==> src/rtl/frame_energy_pkg.sv <==
// Shared types and helpers for the frame energy accumulator.
// Optional feature macro: FRAME_ENERGY_SUM_EN (signed frame sum output).
package frame_energy_pkg;

    typedef enum logic [1:0] {
        IDLE  = 2'd0,
        ACCUM = 2'd1,
        DRAIN = 2'd2,
        OUT   = 2'd3
    } fe_state_e;

    // Energy accumulator width: DEPTH squares of WIDTH-bit magnitudes never overflow.
    function automatic int acc_width(input int width, input int depth);
        return 2 * width + $clog2(depth);
    endfunction

endpackage

==> src/rtl/frame_energy_acc_if.sv <==
// Stream bundle between the frame energy accumulator and its neighbours.
// Optional feature macro: FRAME_ENERGY_SUM_EN adds result_sum.
//
// Handshake: a sample moves when sample_valid && sample_ready are both high
// on a rising clk edge; a result moves when result_valid && result_ready are
// both high. result_valid and the result words stay stable until that edge.
interface frame_energy_acc_if
    import frame_energy_pkg::*;
#(
    parameter int WIDTH     = 32,
    parameter int DEPTH     = 16,
    parameter int ACC_WIDTH = acc_width(WIDTH, DEPTH)
);
    localparam int SUM_W = WIDTH + $clog2(DEPTH);

    logic                    buffer_ready;
    logic signed [WIDTH-1:0] sample_data;
    logic                    sample_valid;
    logic                    sample_ready;
    logic [ACC_WIDTH-1:0]    result_energy;
    logic [WIDTH-1:0]        result_peak;
    logic                    result_valid;
    logic                    result_ready;
    logic                    frame_overrun;
    logic                    busy;
    fe_state_e               state_dbg;
`ifdef FRAME_ENERGY_SUM_EN
    logic signed [SUM_W-1:0] result_sum;
`endif

    // Block side: consumes samples, produces results.
    modport slave (
        input  buffer_ready,
        input  sample_data,
        input  sample_valid,
        output sample_ready,
        output result_energy,
        output result_peak,
        output result_valid,
        input  result_ready,
        output frame_overrun,
        output busy,
        output state_dbg
`ifdef FRAME_ENERGY_SUM_EN
        , output result_sum
`endif
    );

    // Environment side: RAM controller feeding samples, host taking results.
    modport master (
        output buffer_ready,
        output sample_data,
        output sample_valid,
        input  sample_ready,
        input  result_energy,
        input  result_peak,
        input  result_valid,
        output result_ready,
        input  frame_overrun,
        input  busy,
        input  state_dbg
`ifdef FRAME_ENERGY_SUM_EN
        , input result_sum
`endif
    );

endinterface

==> src/rtl/abs_square_stage.sv <==
// Two-stage magnitude/square pipeline for the frame energy accumulator.
// Stage1 registers |x| (and the raw sample when FRAME_ENERGY_SUM_EN is
// defined); stage2 registers |x|^2 as an unsigned 2*WIDTH-bit value.
module abs_square_stage #(
    parameter int WIDTH = 32
) (
    input  logic                    clk_i,
    input  logic                    rst_i,
    input  logic signed [WIDTH-1:0] x,
    input  logic                    valid,
    output logic [WIDTH-1:0]        abs,
    output logic                    abs_valid,
    output logic [2*WIDTH-1:0]      sq,
    output logic                    sq_valid
`ifdef FRAME_ENERGY_SUM_EN
    , output logic signed [WIDTH-1:0] x_q
`endif
);

    logic [WIDTH-1:0]   abs_c;
    logic [2*WIDTH-1:0] abs_ext;

    // Negating the most negative value wraps to 2^(WIDTH-1), which is the
    // correct magnitude once read as unsigned, so no saturation is needed.
    always_comb begin
        abs_c   = x[WIDTH-1] ? WIDTH'(-x) : WIDTH'(x);
        abs_ext = {{WIDTH{1'b0}}, abs};
    end

    // Stage1: magnitude of the accepted sample.
    always_ff @(posedge clk_i) begin
        if (rst_i) begin
            abs       <= '0;
            abs_valid <= 1'b0;
        end else begin
            abs       <= valid ? abs_c : '0;
            abs_valid <= valid;
        end
    end

`ifdef FRAME_ENERGY_SUM_EN
    // Stage1: raw signed sample for the DC sum.
    always_ff @(posedge clk_i) begin
        if (rst_i) begin
            x_q <= '0;
        end else begin
            x_q <= valid ? x : '0;
        end
    end
`endif

    // Stage2: square of the stage1 magnitude.
    always_ff @(posedge clk_i) begin
        if (rst_i) begin
            sq       <= '0;
            sq_valid <= 1'b0;
        end else begin
            sq       <= abs_valid ? abs_ext * abs_ext : '0;
            sq_valid <= abs_valid;
        end
    end

endmodule

==> src/rtl/frame_energy_acc.sv <==
// Frame energy accumulator: drains one DEPTH-sample frame per buffer-ready
// pulse, sums x^2 and tracks max |x|, then offers the pair as one result.
// Optional feature macro: FRAME_ENERGY_SUM_EN adds the signed frame sum.
module frame_energy_acc
    import frame_energy_pkg::*;
#(
    parameter int WIDTH     = 32,
    parameter int DEPTH     = 16,
    parameter int ACC_WIDTH = acc_width(WIDTH, DEPTH)
) (
    input  logic               clk_i,
    input  logic               rst_i,
    frame_energy_acc_if.slave  bus
);

    localparam int CNT_W = $clog2(DEPTH) + 1;
    localparam logic [CNT_W-1:0] LAST = CNT_W'(DEPTH - 1);

    fe_state_e            state;
    logic [CNT_W-1:0]     cnt;
    logic [ACC_WIDTH-1:0] energy_acc;
    logic [ACC_WIDTH-1:0] energy_next;
    logic [WIDTH-1:0]     peak_acc;
    logic [ACC_WIDTH-1:0] res_energy;
    logic [WIDTH-1:0]     res_peak;
    logic                 res_valid;
    logic                 overrun;
    logic                 accept;

    logic [WIDTH-1:0]     abs_q;
    logic                 abs_valid;
    logic [2*WIDTH-1:0]   sq;
    logic                 sq_valid;

`ifdef FRAME_ENERGY_SUM_EN
    localparam int SUM_W = WIDTH + $clog2(DEPTH);
    logic signed [WIDTH-1:0] x_q;
    logic signed [SUM_W-1:0] sum_acc;
    logic signed [SUM_W-1:0] res_sum;
`endif

    // Accepted samples enter the pipeline; the energy total includes any
    // square landing this cycle so DRAIN can latch without waiting for it.
    always_comb begin
        accept      = bus.sample_valid && (state == ACCUM);
        energy_next = energy_acc + (sq_valid ? ACC_WIDTH'(sq) : '0);
    end

    abs_square_stage #(
        .WIDTH (WIDTH)
    ) u_abs_square (
        .clk_i     (clk_i),
        .rst_i     (rst_i),
        .x         (bus.sample_data),
        .valid     (accept),
        .abs       (abs_q),
        .abs_valid (abs_valid),
        .sq        (sq),
        .sq_valid  (sq_valid)
`ifdef FRAME_ENERGY_SUM_EN
        , .x_q     (x_q)
`endif
    );

    // FSM with accumulators and result registers.
    always_ff @(posedge clk_i) begin
        if (rst_i) begin
            state      <= IDLE;
            cnt        <= '0;
            energy_acc <= '0;
            peak_acc   <= '0;
            res_energy <= '0;
            res_peak   <= '0;
            res_valid  <= 1'b0;
            overrun    <= 1'b0;
        end else begin
            overrun    <= bus.buffer_ready && (state != IDLE);
            energy_acc <= energy_next;
            if (abs_valid && (abs_q > peak_acc)) begin
                peak_acc <= abs_q;
            end
            case (state)
                IDLE: begin
                    if (bus.buffer_ready) begin
                        energy_acc <= '0;
                        peak_acc   <= '0;
                        cnt        <= '0;
                        state      <= ACCUM;
                    end
                end
                ACCUM: begin
                    if (accept) begin
                        cnt <= cnt + 1'b1;
                        if (cnt == LAST) begin
                            state <= DRAIN;
                        end
                    end
                end
                DRAIN: begin
                    // Stage1 empty means peak is final and the last square is
                    // either in energy_acc already or arriving now.
                    if (!abs_valid) begin
                        res_energy <= energy_next;
                        res_peak   <= peak_acc;
                        res_valid  <= 1'b1;
                        state      <= OUT;
                    end
                end
                OUT: begin
                    if (bus.result_ready) begin
                        res_valid <= 1'b0;
                        state     <= IDLE;
                    end
                end
                default: state <= IDLE;
            endcase
        end
    end

`ifdef FRAME_ENERGY_SUM_EN
    // Signed frame sum, accumulated from stage1 and latched with the others.
    always_ff @(posedge clk_i) begin
        if (rst_i) begin
            sum_acc <= '0;
            res_sum <= '0;
        end else begin
            if (state == IDLE && bus.buffer_ready) begin
                sum_acc <= '0;
            end else if (abs_valid) begin
                sum_acc <= sum_acc + SUM_W'(x_q);
            end
            if (state == DRAIN && !abs_valid) begin
                res_sum <= sum_acc;
            end
        end
    end

    assign bus.result_sum = res_sum;
`endif

    assign bus.sample_ready  = (state == ACCUM);
    assign bus.busy          = (state != IDLE);
    assign bus.result_energy = res_energy;
    assign bus.result_peak   = res_peak;
    assign bus.result_valid  = res_valid;
    assign bus.frame_overrun = overrun;
    assign bus.state_dbg     = state;

endmodule

==> src/flat_wrapper.sv <==
// flat-port wrapper written by rule: the top's interface ports become plain ports
module frame_energy_acc_flat import frame_energy_pkg::*;
#(
    parameter int WIDTH     = 32,
    parameter int DEPTH     = 16,
    parameter int ACC_WIDTH = acc_width(WIDTH, DEPTH)
)
  (clk_i, rst_i, bus_buffer_ready, bus_sample_data, bus_sample_valid, bus_sample_ready, bus_result_energy, bus_result_peak, bus_result_valid, bus_result_ready, bus_frame_overrun, bus_busy, bus_state_dbg);
  frame_energy_acc_if #(.WIDTH(WIDTH), .DEPTH(DEPTH), .ACC_WIDTH(ACC_WIDTH)) bus_i ();
  input  logic clk_i;
  input  logic rst_i;
  input wire logic [$bits(bus_i.buffer_ready)-1:0] bus_buffer_ready;
  input wire logic [$bits(bus_i.sample_data)-1:0] bus_sample_data;
  input wire logic [$bits(bus_i.sample_valid)-1:0] bus_sample_valid;
  output wire logic [$bits(bus_i.sample_ready)-1:0] bus_sample_ready;
  output wire logic [$bits(bus_i.result_energy)-1:0] bus_result_energy;
  output wire logic [$bits(bus_i.result_peak)-1:0] bus_result_peak;
  output wire logic [$bits(bus_i.result_valid)-1:0] bus_result_valid;
  input wire logic [$bits(bus_i.result_ready)-1:0] bus_result_ready;
  output wire logic [$bits(bus_i.frame_overrun)-1:0] bus_frame_overrun;
  output wire logic [$bits(bus_i.busy)-1:0] bus_busy;
  output wire logic [$bits(bus_i.state_dbg)-1:0] bus_state_dbg;
  assign bus_i.buffer_ready = bus_buffer_ready;
  assign bus_i.sample_data = bus_sample_data;
  assign bus_i.sample_valid = bus_sample_valid;
  assign bus_sample_ready = bus_i.sample_ready;
  assign bus_result_energy = bus_i.result_energy;
  assign bus_result_peak = bus_i.result_peak;
  assign bus_result_valid = bus_i.result_valid;
  assign bus_i.result_ready = bus_result_ready;
  assign bus_frame_overrun = bus_i.frame_overrun;
  assign bus_busy = bus_i.busy;
  assign bus_state_dbg = bus_i.state_dbg;
  frame_energy_acc #(.WIDTH(WIDTH), .DEPTH(DEPTH), .ACC_WIDTH(ACC_WIDTH)) u_core (.clk_i(clk_i), .rst_i(rst_i), .bus(bus_i));
endmodule
==> config.mk <==
export PLATFORM = sky130hd
export DESIGN_NAME = frame_energy_acc_flat
export DESIGN_NICKNAME = d
export VERILOG_FILES = /design/src/rtl/frame_energy_pkg.sv /design/src/rtl/frame_energy_acc_if.sv /design/src/rtl/abs_square_stage.sv /design/src/rtl/frame_energy_acc.sv /design/src/flat_wrapper.sv
export SDC_FILE = /design/constraint.sdc
export NUM_CORES = 2
export LEC_CHECK = 0
export CORE_MARGIN = 5
export CORE_UTILIZATION = 45
export CTS_CLUSTER_DIAMETER = 120
export CTS_CLUSTER_SIZE = 8
export DETAILED_ROUTE_END_ITERATION = 12
export PLACE_DENSITY = 0.73
export SLEW_MARGIN = 15
export SYNTH_ARGS = -nofsm -noshare
export SYNTH_HDL_FRONTEND = slang
export SYNTH_HIERARCHICAL = 1
export SYNTH_SLANG_ARGS = --single-unit
==> constraint.sdc <==
create_clock -name clk_i -period 21.3 [get_ports clk_i]
set_input_delay 4.26 -clock clk_i [delete_from_list [all_inputs] [get_ports clk_i]]
set_output_delay 4.26 -clock clk_i [all_outputs]
set_load 0.02 [all_outputs]
Word level (Yosys, flattened, before mapping):

Cells that the tools add are included.

* output and inout bits: 106
* input bits: 37
* logic and storage cells: 63
* bits in registers: 307

* bitwise logic cells: 3
* multiplexer cells: 19
* multipliers: 1
* reductions and logical operators: 14
* $lt $le $gt $ge: 1
* add/subtract/negate cells: 3
* equality and inequality tests: 9

Operators by type and width (number)
* $mux 68: 2
* $mux 32: 3
* $add 68x68->68: 1
* $mul 32x32->64: 1
* $mux 64: 1
* $gt 32x32->1: 1
* $neg 32->32: 1
* $mux 31: 1
* $mux 2: 5
* $mux 5: 2
* $pmux 5 s2: 1
* $pmux 2 s4: 1
* $ne 2x2->1 const B: 3
* $reduce_and 3->1: 2
* $reduce_bool 2->1: 3
* $add 5x1->5 const B: 1
* $eq 5x4->1 const B: 1
* $reduce_and 5->1: 1
* $eq 2x2->1 const B: 2
* $ne 2x1->1 const B: 2
* $reduce_or 2->1: 2
* $logic_and 1x1->1: 3
* $not 1->1: 3
* $reduce_or 3->1: 1
* 5 further kinds: 6

Depth between registers and ports, before layout:

* depth in word-level cells: 5
* depth in mapped cells: 32
* mapped depth without buffers: 29

By module:

The synthesis kept the hierarchy.

By module, submodules not included
* abs_square_stage: cells each 3574, seq. area each 1941.9 µm², times used 1, area an instance 32787.7 µm²
* frame_energy_acc: cells each 1590, seq. area each 4184.0 µm², times used 1, area an instance 12548.3 µm²

Least setup slack after synthesis:

Ideal clock, no wire load.

* kind: reg2reg
* start point: register u_core.u_abs_square.abs[5]
* end point: register u_core.u_abs_square.sq[60]
* setup time: 0.131 ns
* stages on the path, launching flop included: 27
* setup slack: 13.462 ns
* arrival time: 7.706 ns
* period minus slack after synthesis: 7.838 ns
* cell sequence: dfxtp_1 clkbuf_1 clkbuf_1 nand2_1 inv_1 fa_1 fa_1 fa_1 inv_1 fa_1 inv_1 fa_1 fa_1 fa_1 inv_1 fa_1 inv_1 ha_1 buf_2 nand4_1 or3_1 o31ai_2 a31o_2 nand4_1 a2111oi_0 o21a_1 nor3_1

* word-level cells in the longest chain between the ends: 1

Ends and longest elaborated chain
* from (decl): line abs_square_stage.sv:11 `output logic [WIDTH-1:0] abs,`
* from (signal assigned): line abs_square_stage.sv:36 `abs <= valid ? abs_c : '0;`
* $mul 32x32->64: line abs_square_stage.sv:58 `sq <= abs_valid ? abs_ext * abs_ext : '0;`
* to (signal assigned): line abs_square_stage.sv:58
* to (decl): line abs_square_stage.sv:13 `output logic [2*WIDTH-1:0] sq,`

No other way between the ends.
A chain may end at the register's enable or synchronous reset.

Final worst setup path:

* start point: register u_core.u_abs_square.abs[7]
* end point: register u_core.u_abs_square.sq[60]

Same word-level chain as after synthesis.

==> run summary <==
CORE AREA: 0.1000 mm2
Most common cell after layout, fill and taps aside: inv_1
Via count: 34770
Overflow left after global routing: 0
Synth async-reset ratio: 0%
Pins Over Slew Limit: 0
First-pass GRT wire length: 200500 um
Yosys cell types: 91
Worst-Margin Slew: 1097 ps
Slew margin rel.: 26.89%
Avg Synthesized Cell Area: 8.779 um2
Worst Hold Class: reg2reg
Die extent in x: 327.4 um
Slowest stage delay, CP: 800 ps
Register area share after synthesis: 13.51%
Remaining antenna violation count: 0
Top delay family on crit path: adder cells
Pleak: 24.95 nW
Worst-Skew Late Latency: 590 ps
Number of synthesized flops with an enable pin: 0
First-pass DRT Iterations: 5
Post-Syn Instances: 5164
DR WL/cell: 19.61 um
Via-to-Cell Ratio: 5.374
WP buf/inv: 6
CTS tree: done
Post-synth top flop: dfxtp_1
Crit path kind: reg2reg
Die Ht: 327.4 um
Worst Setup End Kind: register
# rows: 116
Util after Layout: 48.93%
Largest net degree at the start of global routing: 96
Postcts setup bufs: 0
Hold_buf cts: 0
Post-CTS sizing: 0
Startpoint Class: register
Total CTS buffers: 44
Max Fclk: 110.7 MHz
Period Utilization, post-route: 42.41%
Cells along the critical path: buf_4 -> inv_1 -> nor2_1 -> fa_1 -> fa_1 -> fa_1 -> inv_1 -> fa_1 -> inv_1 -> fa_1 -> fa_1 -> fa_1 -> inv_1 -> fa_1 -> inv_1 -> ha_1 -> nand4_1 -> or3_1 -> o31ai_2 -> a31o_2 -> nand4_1 -> a2111oi_0 -> o21a_1 -> nor3_1
RePlAce Congestion: 0.9654
Area of the mapped netlist: 0.04534 mm2
Crit path DAT: 9480 ps
Max_cap viols: 0
Synth warn: 6
CP max-delay cell: dfxtp_1
Final nets: 6404
DRT iter0 DRCs: 2644
DRC violations left: 0
Pwr/cell area: 33.33 mW/mm2
Final-report setup violation count: 0
Top Ports: 143
Diode count: 0
Buffers on Ports: 142
Initial antenna violation count: 1
RSZ-0062 raised after global routing: false
Clk root buf: clkbuf_16
CP most frequent cell: fa_1
Tmin final: 9033 ps
Dpl hpwl: 99490 um
Clock skew: 62.75 ps
Clock Path Buffers: 3
Worst vdd ir: 0.00008635 V
Vias in the first global route: 36750
Total Negative Setup Slacks: 0 ps
Die ar.: 0.1072 mm2
CP max FO: 15
# H-tree levels: 2
Initial core utilization: 45.34%
Commonest non-fill, non-tap cells in the layout: inv_1 (1121), fa_1 (794), nand2_1 (501), ha_1 (404), and2_1 (322)
Net Count, Synth: 6399
Status: finished clean
Gr usage total: 23.49%
Crit path required time: 21750 ps
Area Overhead vs Synth: 7.926%
Routed WL: 126900 um
Worst-path clk slew: 50 ps
Sink Count: 306
Post-synthesis register bit count: 306
Layout cells sized above 1: 2.862%
Hold Vio Cnt, Final: 0
path summary, 6_finish.rpt:
path	from	to	slack [ps]	cells after the start
worst max-delay path	u_core/u_abs_square/abs[7]$_SDFF_PP0_	u_core/u_abs_square/sq[60]$_SDFF_PP0_	12270	24
worst min-delay path	u_core/peak_acc[12]$_SDFF_PP0_	u_core/bus.result_peak[12]$_SDFFE_PP0P_	440	2
worst max register to register	u_core/u_abs_square/abs[7]$_SDFF_PP0_	u_core/u_abs_square/sq[60]$_SDFF_PP0_	12270	24
worst min register to register	u_core/peak_acc[12]$_SDFF_PP0_	u_core/bus.result_peak[12]$_SDFFE_PP0P_	440	2
cell usage after synthesis (5+ instances only):
library cell	instances	share of area [%]
a31oi_1	18	0.25
o211ai_1	10	0.17
and3_1	18	0.25
o22ai_1	5	0.069
buf_2	8	0.088
buf_4	5	0.083
nor3_1	46	0.51
nor2b_1	20	0.28
a211oi_1	17	0.28
mux2i_1	43	0.95
a21oi_1	259	2.9
xor2_1	97	1.9
a21boi_0	6	0.099
clkbuf_8	7	0.21
nand2_1	502	4.2
ha_1	404	11
nand2b_1	13	0.18
or2_2	11	0.15
o21ai_0	124	1.4
and2_1	322	4.4
o31ai_1	16	0.26
nor4_1	12	0.17
fa_1	794	35
a211o_1	6	0.12
nand4_1	51	0.70
nor3b_1	6	0.099
clkbuf_1	182	1.5
o21a_1	23	0.38
a41oi_1	5	0.097
a21o_1	77	1.3
or4_1	7	0.12
dfxtp_1	306	14
o21ai_1	6	0.066
a221oi_1	7	0.14
or3_1	9	0.12
inv_1	1121	9.3
o21bai_1	32	0.53
a31o_2	17	0.33
nor2_1	315	2.6
xnor2_1	84	1.6
buf_1	11	0.091
nand3_1	54	0.60
o41ai_1	7	0.14
report_power, final:
group / leakage, nW / switching (mW) / internal, mW
combinational: 21.9 / 0.277 / 0.119
sequential: 2.47 / 0.0209 / 0.585
clock: 0.576 / 0.262 / 0.368
per-layer routing:
layer	global-route usage [%]	wire [um]
met5	0	13
met1	30.14	51670
met2	40.57	61920
met4	8.089	4708
met3	3.691	8592
stage by stage:
stage / worst slack (ps) / area [um2] / instances / power, mW / hold slack [ps]
6_report: 12270 / 48930 / 6470 / 1.631 / 435.6
5_1_grt: 11870 / 48930 / 6470 / 1.701 / 467.4
4_1_cts: 12390 / 48930 / 6470 / 1.642 / 436.9
3_5_place_dp: 12340 / 47730 / 6421 / 1.007 / 446.6
3_3_place_gp: 12530 / 47730 / 6421 / 0.9994 / 441.6
2_1_floorplan: 13460 / 45340 / 5164 / 0.8628 / 444.6
worst register-to-register path, delay by kind of cell (launching register included):
kind                       cells  cell delay (ps)
DFF                            1              800
buffers and inverters          6              860
and+or+nand+nor                5             1140
adders and majority gates      9             4560
AOI/OAI and AO/OA              4             1590
sequential cells by signal, indices dropped and copies added (netlist names):
register / count
u_core/energy_acc: 68
u_core/peak_acc: 32
u_core/bus.state_dbg: 2
u_core/bus.result_peak: 32
u_core/u_abs_square/abs_valid: 1
u_core/u_abs_square/sq: 63
u_core/bus.frame_overrun: 1
u_core/u_abs_square/sq_valid: 1
u_core/cnt: 5
u_core/bus.result_valid: 1
u_core/u_abs_square/abs: 32
u_core/bus.result_energy: 68
layout make-up:
type | instances | area (um2)
Sequential cell | 306 | 6132
Tap cell | 1298 | 1624
Clock buffer | 45 | 1105
Clock inverter | 4 | 87.58
Timing Repair Buffer | 179 | 1697
Fill cell | 9300 | 51070
Multi-Input combinational cell | 3516 | 34070
Inverter | 1122 | 4212
cells by family after synthesis:
kind of cell	share of synthesized area, %
compound gates	9.541
xor+xnor	3.497
fa+ha+maj	46.21
buf+inv	11.42
flops	13.51
mux	0.9742
other cells	0.008272
simple gates	14.84
No activity file was read; power rests on OpenSTA's default activity.
